**config.mk**
```make
export PLATFORM = sky130hd
export DESIGN_NAME = gpr_wr_arbiter
export DESIGN_NICKNAME = d
export VERILOG_FILES = /design/src/rtl/gpr_wr_arbiter_pkg.sv /design/src/rtl/gpr_wr_arbiter_pick.sv /design/src/rtl/gpr_wr_arbiter.sv
export SDC_FILE = /design/constraint.sdc
export NUM_CORES = 1
export LEC_CHECK = 0
export CAP_MARGIN = 10
export CELL_PAD_IN_SITES_DETAIL_PLACEMENT = 1
export CELL_PAD_IN_SITES_GLOBAL_PLACEMENT = 1
export CORE_MARGIN = 1
export CORE_UTILIZATION = 32
export CTS_CLUSTER_SIZE = 30
export DETAILED_ROUTE_END_ITERATION = 7
export PLACE_DENSITY = 0.88
export SYNTH_ARGS = -nofsm -noshare
export SYNTH_HDL_FRONTEND = slang
export SYNTH_HIERARCHICAL = 1
export SYNTH_SLANG_ARGS = --single-unit
```
**constraint.sdc**
```tcl
create_clock -name clk -period 2.58 [get_ports clk]
set_input_delay 0.516 -clock clk [delete_from_list [all_inputs] [get_ports clk]]
set_output_delay 0.516 -clock clk [all_outputs]
set_load 0.005 [all_outputs]
```
**src/rtl/gpr_wr_arbiter_pkg.sv**
```systemverilog
// Shared CPU constants and helpers for the GPR write-port arbiter.
// Mirrors the cpu.h widths and active-low enable encoding.
package gpr_wr_arbiter_pkg;

    localparam int CPU_REG_ADDR_W  = 5;
    localparam int CPU_REG_NUM     = 32;
    localparam int CPU_WORD_DATA_W = 32;

    localparam logic CPU_ENABLE_N  = 1'b0;
    localparam logic CPU_DISABLE_N = 1'b1;

    function automatic int rr_next(input int w, input int n);
        return (w + 1) % n;
    endfunction

endpackage

```
**src/rtl/gpr_wr_arbiter_pick.sv**
```systemverilog
// Combinational one-hot picker: first valid source at or after ptr_i.
// A constant zero pointer gives plain fixed priority.
module gpr_arb_pick
    import gpr_wr_arbiter_pkg::*;
#(
    parameter int NREQ = 3,
    parameter int PW   = 2
) (
    input  logic [NREQ-1:0] valid_i,
    input  logic [PW-1:0]   ptr_i,
    output logic [NREQ-1:0] gnt_o
);

    logic found;

    always_comb begin
        gnt_o = '0;
        found = 1'b0;
        for (int k = 0; k < NREQ; k++) begin
            for (int j = 0; j < NREQ; j++) begin
                if (((int'(ptr_i) + k) % NREQ) == j
                    && valid_i[j] && !found) begin
                    gnt_o[j] = 1'b1;
                    found    = 1'b1;
                end
            end
        end
    end

endmodule

```
**src/rtl/gpr_wr_arbiter.sv**
```systemverilog
// GPR write-port arbiter with registered write and busy scoreboard.
// Define GPR_ARB_RR_EN for round-robin instead of fixed priority.
module gpr_wr_arbiter
    import gpr_wr_arbiter_pkg::*;
#(
    parameter int NREQ    = 3,
    parameter int REG_NUM = CPU_REG_NUM,
    parameter int AW      = CPU_REG_ADDR_W,
    parameter int DW      = CPU_WORD_DATA_W
) (
    input  logic             clk,
    input  logic             reset,
    input  logic [NREQ-1:0]  req_valid,
    output logic [NREQ-1:0]  req_ready,
    input  logic [NREQ*AW-1:0] req_addr,
    input  logic [NREQ*DW-1:0] req_data,
    input  logic             rsv_valid,
    input  logic [AW-1:0]    rsv_addr,
    input  logic [AW-1:0]    chk_addr_0,
    input  logic [AW-1:0]    chk_addr_1,
    output logic             chk_busy_0,
    output logic             chk_busy_1,
    output logic             we_n,
    output logic [AW-1:0]    wr_addr,
    output logic [DW-1:0]    wr_data
);

    localparam int PW = (NREQ > 2) ? 2 : 1;

    logic [NREQ-1:0]    gnt;
    logic [PW-1:0]      ptr;
    logic               xfer;
    logic [AW-1:0]      win_addr;
    logic [DW-1:0]      win_data;
    logic               we_n_q;
    logic [AW-1:0]      wr_addr_q;
    logic [DW-1:0]      wr_data_q;
    logic [REG_NUM-1:0] busy_q;
    logic [REG_NUM-1:0] busy_d;

`ifdef GPR_ARB_RR_EN
    logic [PW-1:0] rr_ptr_q;
    logic [PW-1:0] rr_ptr_d;

    assign ptr = rr_ptr_q;

    always_comb begin
        rr_ptr_d = rr_ptr_q;
        for (int i = 0; i < NREQ; i++) begin
            if (xfer && gnt[i]) begin
                rr_ptr_d = PW'(rr_next(i, NREQ));
            end
        end
    end

    always_ff @(posedge clk) begin
        if (reset) begin
            rr_ptr_q <= '0;
        end else begin
            rr_ptr_q <= rr_ptr_d;
        end
    end
`else
    assign ptr = '0;
`endif

    gpr_arb_pick #(
        .NREQ (NREQ),
        .PW   (PW)
    ) u_pick (
        .valid_i (req_valid),
        .ptr_i   (ptr),
        .gnt_o   (gnt)
    );

    assign req_ready = reset ? '0 : gnt;
    assign xfer      = |req_ready;

    always_comb begin
        win_addr = '0;
        win_data = '0;
        for (int i = 0; i < NREQ; i++) begin
            if (gnt[i]) begin
                win_addr = req_addr[i*AW +: AW];
                win_data = req_data[i*DW +: DW];
            end
        end
    end

    // A new reservation outranks the retiring write to the same register.
    always_comb begin
        busy_d = busy_q;
        if (xfer) begin
            busy_d[win_addr] = 1'b0;
        end
        if (rsv_valid) begin
            busy_d[rsv_addr] = 1'b1;
        end
    end

    always_ff @(posedge clk) begin
        if (reset) begin
            we_n_q    <= CPU_DISABLE_N;
            wr_addr_q <= '0;
            wr_data_q <= '0;
            busy_q    <= '0;
        end else begin
            we_n_q <= xfer ? CPU_ENABLE_N : CPU_DISABLE_N;
            if (xfer) begin
                wr_addr_q <= win_addr;
                wr_data_q <= win_data;
            end
            busy_q <= busy_d;
        end
    end

    assign we_n    = reset ? CPU_DISABLE_N : we_n_q;
    assign wr_addr = wr_addr_q;
    assign wr_data = wr_data_q;

    assign chk_busy_0 = busy_q[chk_addr_0]
        & ~(we_n == CPU_ENABLE_N && wr_addr_q == chk_addr_0);
    assign chk_busy_1 = busy_q[chk_addr_1]
        & ~(we_n == CPU_ENABLE_N && wr_addr_q == chk_addr_1);

endmodule

```
* Word-level counts from Yosys, hierarchy flattened
Cells that the tools add are included.
** Storage, ports and cells
- Register bits after elaboration :: 70
- Input bits :: 132
- Logic and storage cells :: 52
** Operators by class
- Order comparisons :: 6
- Equal/unequal tests :: 2
- Mux-type cells :: 23
- Bitwise operators :: 8
- Reduce and logical (&&, ||, !) cells :: 9
** Operators with widths (number)
- 32-bit two-way mux :: 5
- 32-bit bitwise AND :: 1
- 32-bit NOT :: 1
- 32-bit bitwise OR :: 1
- 5-bit by 6-bit less-than comparator with 1-bit output, second input constant :: 4
- 5-bit two-way mux :: 3
- 1-bit binary-select mux with 5-bit select :: 2
- 1-bit demux with 5-bit select :: 2
- 5-bit == test :: 2
- 5-bit by 1-bit greater-or-equal comparator with 1-bit output, second input constant :: 2
- 1-bit two-way mux :: 10
- 1-bit logical AND :: 6
- 3-bit two-way mux :: 1
- 1-bit NOT :: 3
- 3-bit OR reduction :: 1
- 1-bit bitwise AND :: 2
- 1-bit logical NOT :: 2

* Depth between registers and ports, before layout
- Depth after elaboration :: 17
- Gate-level depth with buffers :: 11
- Gate-level depth less buffers :: 9

* Cells and area by module
The synthesis kept the hierarchy.
** Modules (own cells, without submodules)
- gpr_wr_arbiter :: times used 1, cells an instance 494, area each 4418.0 um2, sequential area each 1401.3 um2
- gpr_arb_pick :: times used 1, cells an instance 15, area each 120.1 um2, sequential area each 0.0 um2

* Least setup slack after synthesis
OpenSTA, ideal clock, no wires.
- Path type :: in2out
- From :: input req_valid[1]
- To :: output req_ready[2]
- Arrival time :: 1773 ps
- Required time :: 2064 ps
- Setup slack :: 291 ps
- Stages on the path :: 7
- Buffers on the path :: 4
- Cells stage by stage :: o21ba_1 -> o2111a_1 -> buf_2 -> buf_6 -> buf_2 -> clkbuf_1 -> nor2b_1
** Between the ends
- Word-level cells in the longest chain between the ends :: 6
** Ends and longest elaborated chain
- from (decl) :: line gpr_wr_arbiter.sv:13 : input logic [NREQ-1:0] req_valid,
- 1-bit logical AND :: line gpr_wr_arbiter_pick.sv:22 : && valid_i[j] && !found) begin
- 1-bit two-way mux :: line gpr_wr_arbiter_pick.sv:21 : if (((int'(ptr_i) + k) % NREQ) == j
- 1-bit logical NOT
- 1-bit logical AND :: line gpr_wr_arbiter_pick.sv:22
- 1-bit two-way mux :: line gpr_wr_arbiter_pick.sv:21
- named net gnt[2] :: line gpr_wr_arbiter.sv:30 : logic [NREQ-1:0] gnt;
- 3-bit two-way mux :: line gpr_wr_arbiter.sv:76 : assign req_ready = reset ? '0 : gnt;
- to (decl) :: line gpr_wr_arbiter.sv:14 : output logic [NREQ-1:0] req_ready,
The timed path passes the listed nets, and every way through them passes these cells.

* Worst setup path in the final report
- From :: input chk_addr_0[0]
- To :: output chk_busy_0
** Between the ends
- Word-level cells in the longest chain between the ends :: 4
- Elaborated cells on any way between the ends :: 6
- Those cells by class :: eq/ne (1); mux (2); bitwise (2); reduce/logical (1)
** Ends and longest elaborated chain
- from (decl) :: line gpr_wr_arbiter.sv:19 : input logic [AW-1:0] chk_addr_0,
- branches (longest 3 deep; another with 1-bit binary-select mux with 5-bit select)
- 1-bit bitwise AND * :: line gpr_wr_arbiter.sv:122 : & ~(we_n == CPU_ENABLE_N && wr_addr_q == chk_addr_0);
- to (decl) :: line gpr_wr_arbiter.sv:21 : output logic chk_busy_0,
Every way passes the cells marked *. The select of a mux whose other input is x is not followed.

==> run_results.csv <==
group,metric,value,unit
cells_and_area,nets,838,
global_routing,grt_usage,0.255,
floorplan,fp.dieH,121,um
sta,fin_crit_sh,0.991,
global_routing,use_met3,0.0569,
critical_path,cp-end-kind,"primary output",
placement,preCtsSetupSlack,-0.735,ns
placement,place_area,6750,um2
cells_and_area,diodes,0,
floorplan,start_util,0.327,
clocking,clk_latency,0.34,ns
power,ir_drop,308,uV
floorplan,ios,175,
sta,hold_viol,0,
critical_path,worst_ep_arrival_time,2.04,ns
critical_path,cpPeakStageDelay,0.50,ns
global_routing,grt_antenna_before_repair,0,
cells_and_area,fillers,1591,
global_routing,grt.busiest_layer,"met2",
sta,setup_ws,0.0226,ns
detailed_routing,drt_iter0_drc,173,
run_status,status,"finished clean",
detailed_routing,wl,18.6,mm
global_routing,gr-usage-met2,0.463,
run,maxCapViolations,0,
global_routing,use_met1,0.286,
sta,setup_tns,0,ns
detailed_routing,remaining_drc_errors,0,
global_routing,grt.overflow.total,0,
sta,min_period,2.56,ns
power,pwr_density_cell,482,nW/um2
critical_path,critPathKind,"primary input to primary output",
sta,final-setup-viol-count,0,
critical_path,cp_slowest_cell,"mux4_2",
sta,clock_skew,0,ns
cells_and_area,drive_gt1_frac,0.178,
hold_path,hold_path_class,"flip-flop to flip-flop",
synth,yosysSeqAreaShare,0.309,
cells_and_area,mostFrequentLayoutCells,"162 x clkdlybuf4s50_1, 71 x nor2_1, 70 x dfxtp_1",
floorplan,die_w,121,um
clocking,clock-sinks,70,
placement,place.port_buffers,174,
placement,place.gp.congestion,0.877,
critical_path,critical_path_required,2.06,ns
clocking,ctsHoldBuffers,0,
synth,syn_inst,509,
clocking,htree_levels,3,
floorplan,core-area,13900,um2
detailed_routing,wl_per_cell,20.9,um
floorplan,row_count,43,
cells_and_area,area_growth,58.0,%
sta,fmax,0.391,GHz
placement,hpwl,14.3,mm
global_routing,grt_pass1_vias,5478,
critical_path,cp_max_fo,4,
cells_and_area,design_area,7170,um2
power,p_leak,2.54,nW
detailed_routing,ant_nets,0,
global_routing,grt_pass1_wl,28.7,mm
clocking,clockRootBuffer,"clkbuf_16",
detailed_routing,dr.pass1.iters,4,
synth,ys_types,57,
sta,worst_pin_slew,0.624,ns
critical_path,crit_top_cell,"buf_2",
synth,synth_seq_cells,70,
floorplan,fp.dieArea,14700,um2
sta,fin_hold_ws,0.490,ns
detailed_routing,vias_per_cell,5.71,
synth,netlist_area,4540,um2
detailed_routing,dr_total_vias,5067,
clocking,numCtsBuffers,9,
critical_path,path_cells,"buf_2 > bufbuf_16 > mux4_2 > mux2i_2 > mux2_4 > a211oi_2 > buf_2",
synth,synth_warnings,6,
clocking,clk_pin_slew,0.06,ns
sta,slew_headroom,0.583,
clocking,cts_tree,"yes",
sta,rsz0062_at_grt,"true",
global_routing,grt_max_degree,51,
cells_and_area,final_common_cell,"clkdlybuf4s50_1",
sta,slew_violations,0,
cells_and_area,utilization,0.517,
synth,avgSynthCellArea,8.92,um2
clocking,clk_path_buf_depth,2,
critical_path,setup.worst_path.start_class,"primary input",
==> critical path: cells and delay by family <==
family	cells	cell delay, ns
compound gates	1	0.06
buf+inv	3	0.55
mux	3	0.91
==> sequential cells by signal, summed over array words and instances, names as in the netlist <==
name,flops
wr_addr,5
busy_q,32
wr_data,32
we_n_q,1
==> synthesized netlist by cell type (all sizes together) <==
master,n,share of area
nor2,72,0.061
dfxtp,70,0.31
nand3b,44,0.078
nor2b,39,0.055
a221oi,31,0.060
o31ai,31,0.051
nor4,30,0.041
a211oi,29,0.048
buf,24,0.034
clkbuf,23,0.019
mux4,16,0.080
a21oi,12,0.014
nand2,11,0.0091
nor3,9,0.012
inv,6,0.0050
xor2,6,0.012
a22o,4,0.0077
a311oi,4,0.0077
and3,4,0.0055
mux2i,4,0.0088
or3b,4,0.0077
xnor2,4,0.0077
a22oi,3,0.0061
a2111oi,2,0.0094
and2,2,0.0030
ha,2,0.0055
mux2,2,0.0050
nand3,2,0.0022
o21ai,2,0.0022
o21ba,2,0.0044
a211o,1,0.0019
a21o,1,0.0017
a31o,1,0.0019
a32o,1,0.0022
clkinv,1,0.0011
conb,1,0.00083
nand2b,1,0.0014
nand4,1,0.0014
nor3b,1,0.0017
nor4b,1,0.0019
nor4bb,1,0.0022
o2111a,1,0.0025
o32ai,1,0.0036
or2,1,0.0014
or3,1,0.0014
==> per-stage QoR <==
step           power (W)  instances
3_3_place_gp     0.00227        870
5_1_grt          0.00358        888
2_1_floorplan    0.00170        512
4_1_cts          0.00344        888
3_5_place_dp     0.00231        870
6_report         0.00346        888
==> final cells by class <==
cell class                 count  area, um2  share of cell area
multi-input combinational    388       3010               0.420
sequential                    70       1400               0.195
timing repair buffer         228       2250               0.314
clock inverter                 5       27.5             0.00384
tap                          180        225              0.0314
clock buffer                  10        229              0.0319
inverter                       7       27.5             0.00384
==> cell families after synthesis <==
| kind of cell | share of synthesized area |
|---|---|
| flip-flops | 0.309 |
| XOR/XNOR | 0.0193 |
| other | 0.000826 |
| multiplexers | 0.0940 |
| buffers and inverters | 0.0596 |
| AO/OA/AOI/OAI | 0.224 |
| adder cells (fa/ha/maj) | 0.00551 |
| AND/OR/NAND/NOR | 0.288 |
==> power breakdown <==
part           internal, W  switching [W]  leakage, nW
Clock             0.000638       0.000484        0.128
Combinational     0.000606       0.000533         1.84
Sequential         0.00115      0.0000469        0.570
Total              0.00239        0.00106         2.54
==> layer usage <==
metal	routed length (um)	vias up
met5	0	-
met4	634	0
met3	1250	51
met2	9620	203
met1	7050	2460
li1	-	2353
==> path summary, 6_finish.rpt <==
kind | from | cells past startpoint | endpoint | slack (ns)
worst max-delay path | chk_addr_0[0] | 7 | chk_busy_0 | 0.02
worst min-delay path | wr_data[1]$_SDFFE_PP0N_ | 2 | wr_data[1]$_SDFFE_PP0N_ | 0.49
worst max register to register | busy_q[30]$_SDFF_PP0_ | 2 | busy_q[30]$_SDFF_PP0_ | 1.75
worst min register to register | wr_data[1]$_SDFFE_PP0N_ | 2 | wr_data[1]$_SDFFE_PP0N_ | 0.49
==> what timing repair did <==
item	in CTS	in global routing
setup buffers	2	0
gates resized for setup	25	27
hold endpoints to repair	0	0
cloned	1	0
pin swaps	4	7
endpoints found under the setup margin	22	13
No activity file was read; power rests on OpenSTA's default activity.
